**src/rtl/traffic_sensor_aggregator.sv**
```systemverilog
// Input conditioning for the turn controller: synchronisers, windowed vehicle counts,
// button debounce FSMs and police request conditioning. Optional macro: POLICE_HOLD_EN.
module traffic_sensor_aggregator #(
    parameter int WINDOW_CYCLES   = 20,
    parameter int DEBOUNCE_CYCLES = 3,
    parameter int POLICE_HOLD     = 6
) (
    input  logic       clock,
    input  logic       reset_N,
    input  logic       car_Sensor_0,
    input  logic       car_Sensor_1,
    input  logic       ped_Button_Hori,
    input  logic       ped_Button_Vert,
    input  logic       police_Request,
    output logic [3:0] traffic_Street_0,
    output logic [3:0] traffic_Street_1,
    output logic       ped_Hori_Interrupt,
    output logic       ped_Vert_Interrupt,
    output logic       police_Interrupt,
    output logic       window_Done,
    output logic       log_Enable,
    output logic       log_Read_Write
);

    localparam int              WC_W    = $clog2(WINDOW_CYCLES);
    localparam logic [WC_W-1:0] WC_LAST = WC_W'(WINDOW_CYCLES - 1);
    localparam logic [2:0]      DB_LAST = 3'(DEBOUNCE_CYCLES);

    localparam logic [1:0] IDLE      = 2'd0;
    localparam logic [1:0] ARMING    = 2'd1;
    localparam logic [1:0] ACTIVE    = 2'd2;
    localparam logic [1:0] RELEASING = 2'd3;

    if (WINDOW_CYCLES < 2 || DEBOUNCE_CYCLES < 1 || DEBOUNCE_CYCLES > 7 || POLICE_HOLD < 1) begin : g_bad_param
        $error("traffic_sensor_aggregator: parameter out of range");
    end

    function automatic logic [3:0] sat_inc(input logic [3:0] v, input logic inc);
        return (inc && v != 4'hF) ? v + 4'd1 : v;
    endfunction

    // bit order: car0, car1, ped hori, ped vert, police
    logic [4:0]      raw_p0, raw_p1;
    logic [1:0]      car_p2;
    logic [1:0]      car_rise;
    logic [3:0]      acc0, acc1;
    logic [WC_W-1:0] wcnt;
    logic            win_last;
    logic [1:0]      ped_int;

    logic [1:0] btn_st      [2];
    logic [1:0] btn_st_nxt  [2];
    logic [2:0] btn_cnt     [2];
    logic [2:0] btn_cnt_nxt [2];

    assign car_rise = raw_p1[1:0] & ~car_p2;
    assign win_last = (wcnt == WC_LAST);

    // Stage p0/p1: two-flop synchronisers; p2: previous synced sensor level for edge detect
    always_ff @(posedge clock) begin
        if (!reset_N) begin
            raw_p0 <= '0;
            raw_p1 <= '0;
            car_p2 <= '0;
        end else begin
            raw_p0 <= {police_Request, ped_Button_Vert, ped_Button_Hori, car_Sensor_1, car_Sensor_0};
            raw_p1 <= raw_p0;
            car_p2 <= raw_p1[1:0];
        end
    end

    // A rise on the final window cycle belongs to the window being closed
    always_ff @(posedge clock) begin
        if (!reset_N) begin
            wcnt             <= '0;
            acc0             <= '0;
            acc1             <= '0;
            traffic_Street_0 <= '0;
            traffic_Street_1 <= '0;
            window_Done      <= 1'b0;
        end else begin
            window_Done <= win_last;
            if (win_last) begin
                wcnt             <= '0;
                acc0             <= '0;
                acc1             <= '0;
                traffic_Street_0 <= sat_inc(acc0, car_rise[0]);
                traffic_Street_1 <= sat_inc(acc1, car_rise[1]);
            end else begin
                wcnt <= wcnt + WC_W'(1);
                acc0 <= sat_inc(acc0, car_rise[0]);
                acc1 <= sat_inc(acc1, car_rise[1]);
            end
        end
    end

    assign log_Enable     = window_Done;
    assign log_Read_Write = window_Done;

    always_comb begin
        for (int i = 0; i < 2; i++) begin
            btn_st_nxt[i]  = btn_st[i];
            btn_cnt_nxt[i] = btn_cnt[i];
            case (btn_st[i])
                IDLE: if (raw_p1[2+i]) begin
                    btn_st_nxt[i]  = (DEBOUNCE_CYCLES == 1) ? ACTIVE : ARMING;
                    btn_cnt_nxt[i] = 3'd1;
                end
                ARMING: if (!raw_p1[2+i]) begin
                    btn_st_nxt[i]  = IDLE;
                end else begin
                    btn_cnt_nxt[i] = btn_cnt[i] + 3'd1;
                    if (btn_cnt[i] + 3'd1 == DB_LAST) btn_st_nxt[i] = ACTIVE;
                end
                ACTIVE: if (!raw_p1[2+i]) begin
                    btn_st_nxt[i]  = (DEBOUNCE_CYCLES == 1) ? IDLE : RELEASING;
                    btn_cnt_nxt[i] = 3'd1;
                end
                RELEASING: if (raw_p1[2+i]) begin
                    btn_st_nxt[i]  = ACTIVE;
                end else begin
                    btn_cnt_nxt[i] = btn_cnt[i] + 3'd1;
                    if (btn_cnt[i] + 3'd1 == DB_LAST) btn_st_nxt[i] = IDLE;
                end
                default: btn_st_nxt[i] = IDLE;
            endcase
        end
    end

    always_ff @(posedge clock) begin
        if (!reset_N) begin
            for (int i = 0; i < 2; i++) begin
                btn_st[i]  <= IDLE;
                btn_cnt[i] <= '0;
            end
            ped_int <= '0;
        end else begin
            for (int i = 0; i < 2; i++) begin
                btn_st[i]  <= btn_st_nxt[i];
                btn_cnt[i] <= btn_cnt_nxt[i];
                ped_int[i] <= (btn_st_nxt[i] == ACTIVE) || (btn_st_nxt[i] == RELEASING);
            end
        end
    end

    assign ped_Hori_Interrupt = ped_int[0];
    assign ped_Vert_Interrupt = ped_int[1];

`ifdef POLICE_HOLD_EN
    localparam int PH_W = $clog2(POLICE_HOLD + 1);

    logic            pol_p2;
    logic [PH_W-1:0] hold_cnt, hold_nxt;

    // A fresh request edge restarts the hold even if one is already running
    always_comb begin
        if (raw_p1[4] && !pol_p2)  hold_nxt = PH_W'(POLICE_HOLD);
        else if (hold_cnt != '0)   hold_nxt = hold_cnt - PH_W'(1);
        else                       hold_nxt = '0;
    end

    always_ff @(posedge clock) begin
        if (!reset_N) begin
            pol_p2           <= 1'b0;
            hold_cnt         <= '0;
            police_Interrupt <= 1'b0;
        end else begin
            pol_p2           <= raw_p1[4];
            hold_cnt         <= hold_nxt;
            police_Interrupt <= (hold_nxt != '0) || raw_p1[4];
        end
    end
`else
    always_ff @(posedge clock) begin
        if (!reset_N) police_Interrupt <= 1'b0;
        else          police_Interrupt <= raw_p1[4];
    end
`endif

endmodule

```
**config.mk**
```make
export PLATFORM = sky130hd
export DESIGN_NAME = traffic_sensor_aggregator
export DESIGN_NICKNAME = d
export VERILOG_FILES = /design/src/rtl/traffic_sensor_aggregator.sv
export SDC_FILE = /design/constraint.sdc
export NUM_CORES = 1
export LEC_CHECK = 0
export ABC_CLOCK_PERIOD_IN_PS = 2600
export CAP_MARGIN = 20
export CELL_PAD_IN_SITES_DETAIL_PLACEMENT = 1
export CELL_PAD_IN_SITES_GLOBAL_PLACEMENT = 1
export CORE_MARGIN = 2
export CORE_UTILIZATION = 46
export CTS_CLUSTER_SIZE = 14
export DETAILED_ROUTE_END_ITERATION = 16
export GPL_TIMING_DRIVEN = 1
export PLACE_DENSITY_LB_ADDON = 0.1
export SLEW_MARGIN = 30
export SYNTH_ARGS = -nofsm -noshare
export SYNTH_HDL_FRONTEND = slang
export SYNTH_SLANG_ARGS = --single-unit
```
**constraint.sdc**
```tcl
create_clock -name clock -period 2.6 [get_ports clock]
set_input_delay 0.26 -clock clock [delete_from_list [all_inputs] [get_ports clock]]
set_output_delay 0.26 -clock clock [all_outputs]
set_load 0.03 [all_outputs]
```
==> flow_metrics.env <==
export IMPL_yosys_warnings=0
export IMPL_initial_core_util=0.491
export IMPL_max_freq_mhz=609
export IMPL_peakVddDrop_uv=359
export IMPL_grt_first_pass_wirelength_mm=6.76
export IMPL_clock_sinks=46
export IMPL_timing_final_crit_share=0.632
export IMPL_clock_latency_ns=0.30
export IMPL_synth_edff_count=0
export IMPL_final_layout_size_suffix_gt1_frac=0.0825
export IMPL_synth_compound_area_frac=0.126
export IMPL_finalClockSkew_ns=0.00657
export IMPL_pin_count=21
export IMPL_crit_path_end_kind="output pin"
export IMPL_synthAdderAreaFrac=0.0476
export IMPL_numCtsBuffers=5
export IMPL_cts_hold_buf=0
export IMPL_seqCellArea_um2=921
export IMPL_syn_mean_instance_area_um2=10.0
export IMPL_maxCapViolations=0
export IMPL_synthFlopType="dfxtp_1"
export IMPL_startpoint_type="register"
export IMPL_wl_per_cell_um=15.1
export IMPL_crit_required_ns=2.34
export IMPL_ant_nets=0
export IMPL_rows=22
export IMPL_arrival_ns=1.38
export IMPL_ys_seq_elements=46
export IMPL_synthTopCellsByArea="dfxtp_1, ha_1, and2_1"
export IMPL_fin_tns_setup_ns=0
export IMPL_multi_input_area_um2=850
export IMPL_synth_xor_area_share=0.0286
export IMPL_syn_num_nets=198
export IMPL_synth_cell_types=44
export IMPL_finalPower_mw=1.31
export IMPL_final_common_cell="dfxtp_1"
export IMPL_syn_inst=184
export IMPL_hold_violations=0
export IMPL_via_count=1368
export IMPL_grt_pass1_vias=1437
export IMPL_synth_top_family_by_area="simple AND/OR/NAND/NOR gates"
export IMPL_die_h_um=67.2
export IMPL_synth_top_area_share=0.501
export IMPL_gp_congestion=0.794
export IMPL_grt_max_degree=29
export IMPL_p_leak_nw=0.844
export IMPL_drc_errors=0
export IMPL_cts_tree="built"
export IMPL_async_flop_share=0
export IMPL_cts_repair_resize_count=0
export IMPL_maxSlewViolCount=0
export IMPL_status="finished, final reports clean"
export IMPL_hold_ws_ns=0.440
export IMPL_drtIter0Drc=57
export IMPL_die_x_um=67.2
export IMPL_clk_path_buf_depth=2
export IMPL_worst_slack_ns=0.957
export IMPL_max_slew_worst_pin_slew_ns=0.451
export IMPL_clk_pin_slew_worst_paths_ns=0.09
export IMPL_crit_type="reg2out"
export IMPL_crit_family="buffers and inverters"
export IMPL_grtUsageTotal=0.203
export IMPL_hpwl_mm=2.84
export IMPL_overflow=0
export IMPL_dp_slack_ns=1.00
export IMPL_yosysTopAreaCell="dfxtp_1"
export IMPL_first_pass_iters=4
export IMPL_slowest_delay_ns=0.70
export IMPL_path_buf_inv=1
export IMPL_rsz0062_at_grt="no"
export IMPL_io_buffers=20
export IMPL_fillers=432
export IMPL_htreeDepth=2
export IMPL_final_cell_mix="dfxtp_1, clkdlybuf4s50_1, and2_1"
export IMPL_slew_headroom=0.698
export IMPL_hold_path_class="reg2reg"
export IMPL_coreArea_mm2=0.00374
export IMPL_path_cells="clkdlybuf4s50_1"
export IMPL_worst_path_max_delay_cell="clkdlybuf4s50_1"
export IMPL_diodes=0
export IMPL_antenna_found_initial=0
export IMPL_synth_simple_gate_area_frac=0.238
export IMPL_drt_vias_per_instance=5.39
export IMPL_cp_max_fo=3
export IMPL_nNetsFinal=219
export IMPL_netlist_area_mm2=0.00184
export IMPL_dieArea_mm2=0.00452
export IMPL_ys_seq_area_frac=0.501
export IMPL_routed_wl_mm=3.84
export IMPL_cts_root_buf="clkbuf_8"
export IMPL_period_needed_ns=1.64
export IMPL_cts_setup_buffers=0
export IMPL_setup_viol=0
export IMPL_area_growth_pct=18.2
export IMPL_synth_mux_area_frac=0.0218
export IMPL_powerDensity_mw_per_mm2=601
per-layer routing:
layer,GRT usage,share of wire,vias to the layer above,wire (µm)
li1,-,-,685,-
met1,0.238,0.44,654,1700
met2,0.349,0.51,20,1940
met3,0.0567,0.030,9,114
met4,0.0816,0.020,0,78
met5,0,0,-,0
layout make-up:
class                           instances  area share
Timing Repair Buffer                   21      0.0956
Clock buffer                            5      0.0317
Sequential cell                        46       0.424
Multi-Input combinational cell        124       0.391
Tap cell                               48      0.0276
Clock inverter                          3      0.0184
Inverter                                7      0.0121
cell usage after synthesis (all sizes together), types with 6 or more instances:
| library cell | number |
|---|---|
| dfxtp | 46 |
| nor2 | 9 |
| and2 | 13 |
| ha | 7 |
| a21oi | 9 |
| o21ai | 13 |
| inv | 6 |
| a31oi | 6 |
flip-flops by register name, summed over array words and instances (netlist names):
register and count:
raw_p1 5, car_p2 2, police_Interrupt 1, acc0 4, ped_int 2, raw_p0 5
log_Enable 1, wcnt 5, traffic_Street_1 4, traffic_Street_0 4, acc1 4, btn_st 3
btn_cnt 6
power breakdown:
part           internal, mW  switching, mW
clock network         0.283          0.234
logic                0.0265         0.0275
registers             0.721         0.0135
cell families after synthesis:
| family | Yosys count |
|---|---|
| simple gates | 69 |
| flops | 46 |
| compound gates | 38 |
| buf+inv | 14 |
| fa+ha+maj | 7 |
| xor+xnor | 6 |
| mux | 4 |
worst paths after layout:
kind / end / cells past startpoint / slack (ns) / startpoint
setup / recovery: log_Enable / 1 / 0.96 / log_Enable
setup reg to reg: traffic_Street_0[3] / 4 / 1.04 / wcnt[0]
hold / removal: raw_p1[0] / 1 / 0.44 / raw_p0[0]
hold reg to reg: raw_p1[0] / 1 / 0.44 / raw_p0[0]
through the flow:
stage | area (µm²) | std cells | utilization
after floorplan | 1840 | 184 | -
after global placement | 2060 | 246 | 0.551
after detailed placement | 2060 | 246 | 0.551
after CTS | 2170 | 254 | 0.581
after global routing | 2170 | 254 | 0.581
final | 2170 | 254 | 0.581
Power figures use the tool's default switching activity.
